==> config.mk <==
export PLATFORM = sky130hd
export DESIGN_NAME = apb4_reg_completer
export DESIGN_NICKNAME = d
export VERILOG_FILES = /design/src/rtl/apb4_reg_completer.sv
export SDC_FILE = /design/constraint.sdc
export NUM_CORES = 1
export LEC_CHECK = 0
export ABC_AREA = 1
export CORE_AREA = 10 10 249 251
export CTS_CLUSTER_DIAMETER = 40
export DETAILED_ROUTE_END_ITERATION = 10
export DIE_AREA = 0 0 259 261
export PLACE_DENSITY_LB_ADDON = 0.3
export REMOVE_ABC_BUFFERS = 1
export SETUP_SLACK_MARGIN = 0.02
export SKIP_LAST_GASP = 1
export SYNTH_ARGS = -nofsm -noshare
export SYNTH_HDL_FRONTEND = slang
export SYNTH_SLANG_ARGS = --single-unit
==> constraint.sdc <==
create_clock -name clk -period 5.6 [get_ports clk]
set_clock_uncertainty 0.05 [all_clocks]
set_input_delay 0.56 -clock clk [delete_from_list [all_inputs] [get_ports clk]]
set_output_delay 0.56 -clock clk [all_outputs]
set_load 0.05 [all_outputs]
==> src/rtl/apb4_reg_completer.sv <==
// apb4_reg_completer
// APB4 completer front-end for a bank of 32-bit configuration registers.
// It decodes one APB4 transfer at a time into a single-cycle one-hot write
// strobe with a shared write-data bus. It also returns the addressed
// register's read data.
//
// Ports
//   clk        clock, all logic on the rising edge
//   rstn       asynchronous active-low reset
//   psel       APB4 select
//   penable    APB4 enable (access phase)
//   pwrite     1 = write, 0 = read
//   paddr      byte address
//   pwdata     write data
//   pstrb      write byte strobes (only full-word writes are accepted)
//   prdata     read data, registered, non-zero only in the completion cycle
//   pready     transfer complete, registered, one cycle wide
//   pslverr    transfer error, registered, valid with pready
//   reg_write  one-hot write strobe, one bit per register
//   reg_wdata  write data to all registers, holds between writes
//   reg_rdata  concatenated register read data, register i at [32*i+31:32*i]
module apb4_reg_completer #(
  parameter logic [31:0] BASE_ADDR   = 32'hC0F16000,
  parameter int          NUM_REGS    = 16,
  parameter int          WAIT_STATES = 0
) (
  input  logic                     clk,
  input  logic                     rstn,
  input  logic                     psel,
  input  logic                     penable,
  input  logic                     pwrite,
  input  logic [31:0]              paddr,
  input  logic [31:0]              pwdata,
  input  logic [3:0]               pstrb,
  output logic [31:0]              prdata,
  output logic                     pready,
  output logic                     pslverr,
  output logic [NUM_REGS-1:0]      reg_write,
  output logic [31:0]              reg_wdata,
  input  logic [NUM_REGS*32-1:0]   reg_rdata
);

  typedef enum logic [1:0] {IDLE, WAIT, DONE} state_t;

  state_t                state, state_nxt;
  logic [3:0]            cnt, cnt_nxt;

  // Transfer attributes captured in the setup phase.
  logic                  wr_q;
  logic                  err_q;
  logic [31:0]           wdata_q;
  logic [9:0]            idx_q;

  logic                  setup;
  logic                  capture;
  logic                  req_err;
  logic [31:0]           rd_sel;
  logic [NUM_REGS-1:0]   idx_onehot;

  logic [31:0]           prdata_nxt;
  logic                  pready_nxt;
  logic                  pslverr_nxt;
  logic [NUM_REGS-1:0]   reg_write_nxt;
  logic [31:0]           reg_wdata_nxt;

  assign setup = psel && !penable;

  // The error decision is taken once, on the setup-phase address and strobes.
  // That way the later phases only need the one latched flag.
  assign req_err = (paddr[31:12] != BASE_ADDR[31:12])
                || (paddr[1:0] != 2'b00)
                || (int'({22'd0, paddr[11:2]}) >= NUM_REGS)
                || (pwrite && (pstrb != 4'hF));

  // Read mux and write decode. An out-of-range index matches no entry. Such
  // a transfer is always flagged as an error, so it never uses either result.
  always_comb begin
    rd_sel     = '0;
    idx_onehot = '0;
    for (int i = 0; i < NUM_REGS; i++) begin
      if (idx_q == 10'(i)) begin
        rd_sel        = reg_rdata[32*i +: 32];
        idx_onehot[i] = 1'b1;
      end
    end
  end

  always_comb begin
    state_nxt     = state;
    cnt_nxt       = cnt;
    capture       = 1'b0;
    pready_nxt    = 1'b0;
    pslverr_nxt   = 1'b0;
    prdata_nxt    = '0;
    reg_write_nxt = '0;
    reg_wdata_nxt = reg_wdata;
    unique case (state)
      IDLE: begin
        if (setup) begin
          capture   = 1'b1;
          cnt_nxt   = 4'(WAIT_STATES);
          state_nxt = WAIT;
        end
      end
      WAIT: begin
        if (!psel) begin
          // Requester abandoned the transfer: no strobe, no pready.
          state_nxt = IDLE;
        end else if (cnt != 4'd0) begin
          cnt_nxt = cnt - 4'd1;
        end else begin
          state_nxt   = DONE;
          pready_nxt  = 1'b1;
          pslverr_nxt = err_q;
          if (!err_q && !wr_q) begin
            prdata_nxt = rd_sel;
          end
          if (!err_q && wr_q) begin
            reg_write_nxt = idx_onehot;
            reg_wdata_nxt = wdata_q;
          end
        end
      end
      DONE: begin
        state_nxt = IDLE;
      end
      default: begin
        state_nxt = IDLE;
      end
    endcase
  end

  // ---- control and registered outputs ----
  always_ff @(posedge clk or negedge rstn) begin
    if (!rstn) begin
      state     <= IDLE;
      cnt       <= 4'd0;
      pready    <= 1'b0;
      pslverr   <= 1'b0;
      prdata    <= '0;
      reg_write <= '0;
      reg_wdata <= '0;
    end else begin
      state     <= state_nxt;
      cnt       <= cnt_nxt;
      pready    <= pready_nxt;
      pslverr   <= pslverr_nxt;
      prdata    <= prdata_nxt;
      reg_write <= reg_write_nxt;
      reg_wdata <= reg_wdata_nxt;
    end
  end

  // ---- setup-phase capture ----
  // These registers are only consulted after a capture, so they need no reset.
  always_ff @(posedge clk) begin
    if (capture) begin
      wr_q    <= pwrite;
      err_q   <= req_err;
      wdata_q <= pwdata;
      idx_q   <= paddr[11:2];
    end
  end

endmodule
[Word level (Yosys, flattened, before mapping)]
Index checks and enable logic that the tools add are counted.
Widths: inputs -> output; s select.
Word-level totals
  register bits: 132
  bits of input ports: 585
  output and inout bits: 82
  word-level logic and storage cells: 110
Operators by class
  add/subtract/negate cells: 1
  $lt $le $gt $ge: 1
  equal/unequal tests: 22
  mux-type cells: 56
  bitwise operators: 1
  reduce and logical (&&, ||, !) cells: 18
Operator list (count)
  $mux 32: 20
  $eq 10x4->1 const B: 8
  $mux 16: 4
  $eq 10x3->1 const B: 4
  $mux 1: 24
  $eq 10x2->1 const B: 2
  $ne 20x20->1 const B: 1
  $mux 4: 3
  $eq 10x1->1 const B: 1
  $ge 10x5->1 const B: 1
  $logic_not 10->1: 1
  $pmux 4 s2: 1
  $reduce_and 4->1: 2
  $mux 2: 3
  $ne 2x2->1 const B: 3
  $logic_and 1x1->1: 4
  $ne 4x4->1 const B: 1
  $pmux 2 s2: 1
  $reduce_bool 2->1: 2
  $reduce_bool 4->1: 1
  $sub 4x1->4 const B: 1
  $logic_not 1->1: 3
  $logic_or 1x1->1: 3
  $ne 3x3->1 const B: 1
  other kinds (4): 4

[Logic depth before layout (Yosys ltp)]
  depth in word-level cells: 21
  mapped depth: 19
  mapped depth without buffers: 19

[Least setup slack after synthesis]
Ideal clock, no wire load.
  path kind: input-to-reg
  start point: in psel
  end point: reg cnt[3]
  setup time: 355 ps
  arrival: 5897 ps
  required time: 5195 ps
  setup slack: -702 ps
  stages on the path: 5
  path buffers: 0
  cells stage by stage: inv_1 > nor4_1 > o22ai_1 > nor3_1 > nor3b_1
On the way
  longest elaborated chain between the ends: 3
  elaborated cells on any way between the ends: 4
  classes of those cells: 2 x eq/ne; 2 x reduce/logical
Ends and longest elaborated chain
  from (decl): line 29  | input logic psel,
  $logic_and 1x1->1: line 66  | assign setup = psel && !penable;
  $ne 2x2->1 (no line)
  $reduce_and 4->1 (no line) (*)
  to (signal assigned): line 145  | cnt <= cnt_nxt;
  to (decl): line 46  | logic [3:0] cnt, cnt_nxt;
Mark *: on every way between the ends. The rest lies on a longest branch, timed or not.
A chain may end at the register's enable or synchronous reset.

[Worst setup path after layout]
  start point: reg idx_q[3]
  end point: reg prdata[5]
On the way
  longest elaborated chain between the ends: 21
  elaborated cells on any way between the ends: 36
  classes of those cells: 15 x eq/ne; 20 x mux; 1 x reduce/logical
Ends and longest elaborated chain
  from (decl): line 52  | logic [9:0] idx_q;
  from (signal assigned): line 161  | idx_q <= paddr[11:2];
  $logic_not 10->1: line 81  | if (idx_q == 10'(i)) begin
  $mux 32 (15 in a row): line 81
  $mux 32 (*): line 81
  $mux 32 (*): line 115  | if (!err_q && !wr_q) begin
  $mux 32 (*): line 109  | end else if (cnt != 4'd0) begin
  $mux 32 (*): line 106  | if (!psel) begin
  $mux 32 (*): line 97  | unique case (state)
  via prdata_nxt[5]: line 60  | logic [31:0] prdata_nxt;
  to (signal assigned): line 148  | prdata <= prdata_nxt;
  to (decl): line 35  | output logic [31:0] prdata,
The timed path passes the listed nets; every way through them passes the cells marked *.

==> results.txt <==
total congestion overflow -> 0
critical-path maximum fanout -> 34
1st-iter DRT viols -> 872
average wire per standard cell -> 29.01 um
Overall Global Routing Usage -> 21.63%
Worst-Margin Slew -> 1.039 ns
htree depth -> 4
CTS root buffer -> clkbuf_16
CTS buffer count -> 17
crit end category -> flop
register area share after synthesis -> 41.03%
reg2reg path depth -> 12
Lkg Pwr -> 6.951 nW
CP arrival -> 3.74 ns
routed vias -> 11750
First-pass DRT Iterations -> 5
synth-to-layout area growth -> 95.79%
Post-synth EDFFs -> 44
Clock Path Buffers -> 2
Worst slew margin -> 30.63%
Hold Buf Count CTS -> 0
dominant synthesized flop cell -> dfrtp_1
Cell Area, Synth -> 0.008588 mm^2
Placed Cells -> 2572
TritonCTS clock tree -> yes
slowest cell on the critical path -> edfxtp_1
endpoints failing hold -> 0
Worst Setup SP -> idx_q[3]
die area -> 0.06760 mm^2
minimum clock period -> 3.439 ns
fin crit share -> 61.41%
Post-CTS Repair Setup Buffers -> 0
CTS sink count -> 132
Post-layout nets -> 2413
vias per cell -> 4.489
Setup-failing EPs final -> 0
pin count of the biggest net entering global routing -> 48
Final HPWL DP -> 62.57 mm
clock latency on the worst-skew pair -> 0.49 ns
ANT nets after route -> 0
fraction of registers with async set/reset -> 66.67%
unique cell type count in the Yosys netlist -> 47
Clk pin slew, worst setup/hold paths -> 0.08 ns
Seq cells post-synth -> 132
RSZ-0062 raised after global routing -> false
CP dominant cell by count -> nand4_1
Tot Pwr -> 3.078 mW
VDD IR max -> 0.2197 mV
Reg2Reg Launch Point -> idx_q[3]
CP Cell Sequence -> nor2_2, nand2_4, inv_4, nand3_4, o21ai_1, nand4_1, a21oi_1, nand4_1, a21oi_1, nand4_1, nor2_1, nor2_1
GP Congestion -> 0.9380
final core occ -> 29.43%
CP Launch Type -> flop
Finished Layout Cells -> 2617
antenna violations before repair -> 40
CP Class -> flop to flop
synthesized area per cell -> 7.291 um^2
Worst EP required -> 5.90 ns
Power Density -> 183.1 mW/mm^2
Min-Delay Path Class -> input port to async pin
vias in the first global route -> 12530
Core Area -> 0.05714 mm^2
Yosys warnings -> 0
Die H -> 261 um
max-slew violations -> 0
layout cell share with drive strength beyond 1 -> 8.048%
starting density of the core -> 15.03%
top cell type's share of synthesized area -> 25.64%
# rows -> 88
Setup WS pre-CTS -> 2.081 ns
# DRC -> 0
total length of routed wires -> 75.93 mm
Port Buf Inserts -> 666
Max Freq -> 0.2908 GHz
Gate Count Post-Synth -> 1178
number of I/O pins -> 667
Synth area leaders -> dfrtp_1 26%, nand2_1 16%, edfxtp_1 15%
global-route wire length before repair -> 100.9 mm
Die Width -> 259 um
number of max-cap violations -> 0
post-CTS resize count -> 0
status -> complete, no violations
setup ws final -> 2.161 ns
crit-path max cell delay -> 0.47 ns
leading area contributor after synthesis -> dfrtp_1
## layer usage
layer / track usage [%] / vias to the layer above / share of wire [%]
met2: 36.18 / 691 / 48
met4: 9.541 / 44 / 3.7
met1: 23.71 / 5619 / 38
met5: 0 / - / 0.40
li1: - / 5251 / -
met3: 9.077 / 144 / 10
## cells in the mapped netlist (22+ instances only)
library cell	instances
inv_1	106
mux2_2	32
clkbuf_1	27
buf_2	22
nand3_1	76
o21ai_1	23
nor2_1	83
o21ai_0	41
edfxtp_1	44
a21oi_1	89
nand2_1	370
dfrtp_1	88
nand4_1	81
## worst paths after layout
path                                 end  slack [ns]
max in group asynchronous  reg_wdata[17]        4.20
setup / recovery               prdata[5]        2.16
min in group clk           reg_wdata[12]        0.42
setup reg to reg               prdata[5]        2.16
hold reg to reg            reg_wdata[12]        0.42
hold / removal             reg_write[13]        0.08
## worst max-delay path: cells and delay by family, from the launching register on
family / cells / cell delay, ns
flops: 1 / 0.47
compound gates: 3 / 1.12
simple gates: 8 / 1.27
buf+inv: 1 / 0.37
## cell type report
class | instances | area (um^2)
Fill cell | 6129 | 40330
Timing Repair Buffer | 687 | 6822
Multi-Input combinational cell | 870 | 4420
Sequential cell | 132 | 3523
Tap cell | 765 | 957.2
Inverter | 118 | 446.7
Clock buffer | 19 | 442.9
Clock inverter | 13 | 170.2
Antenna cell | 13 | 32.53
## placed cells by master, fill, tap and decap left out, drive strengths merged
cell	instances
or2	14
o21ai	68
clkinv	8
o221ai	1
o21bai	1
o211ai	2
diode	13
nand2	377
or4	2
ha	2
nor3	5
nor4	8
edfxtp	44
nand3	78
buf	22
bufinv	3
a21oi	89
a221oi	10
dfrtp	88
a31o	1
and2	1
inv	119
mux2	32
nor3b	1
nor2	93
o22ai	2
clkinvlp	1
a211oi	2
clkbuf	19
nand4	81
clkdlybuf4s50	665
## state kept, by name, summed over array words and instances, names as in the netlist
name       cells
cnt            4
err_q          1
idx_q         10
prdata        32
pready         1
pslverr        1
reg_wdata     32
reg_write     16
state          2
wdata_q       32
wr_q           1
## metrics by stage
stage          area (um^2)  TNS, ns  hold slack, ns
4_1_cts              16780        0         0.08544
6_report             16810        0         0.08241
5_1_grt              16810        0          0.1086
3_3_place_gp         16170        0          0.4066
3_5_place_dp         16170        0          0.4136
2_1_floorplan         8309   -3.907          0.2144
## cells by family (layout without fill, tap and decap cells)
group	Yosys count	count (layout)	share of synthesized area, %
AOI/OAI and AO/OA	176	176	11.63
adders and majority gates	2	2	0.2913
buffers and inverters	176	837	8.450
other	0	13	0
DFF	132	132	41.03
and+or+nand+nor	660	660	34.41
muxes	32	32	4.196
## power breakdown
group,leakage (nW),internal (mW),switching (mW)
Sequential,1.63,1.07,0.0286
Combinational,5.03,0.439,0.299
Clock,0.298,0.717,0.522
Total,6.95,2.23,0.849
No activity file was read; power rests on OpenSTA's default activity.
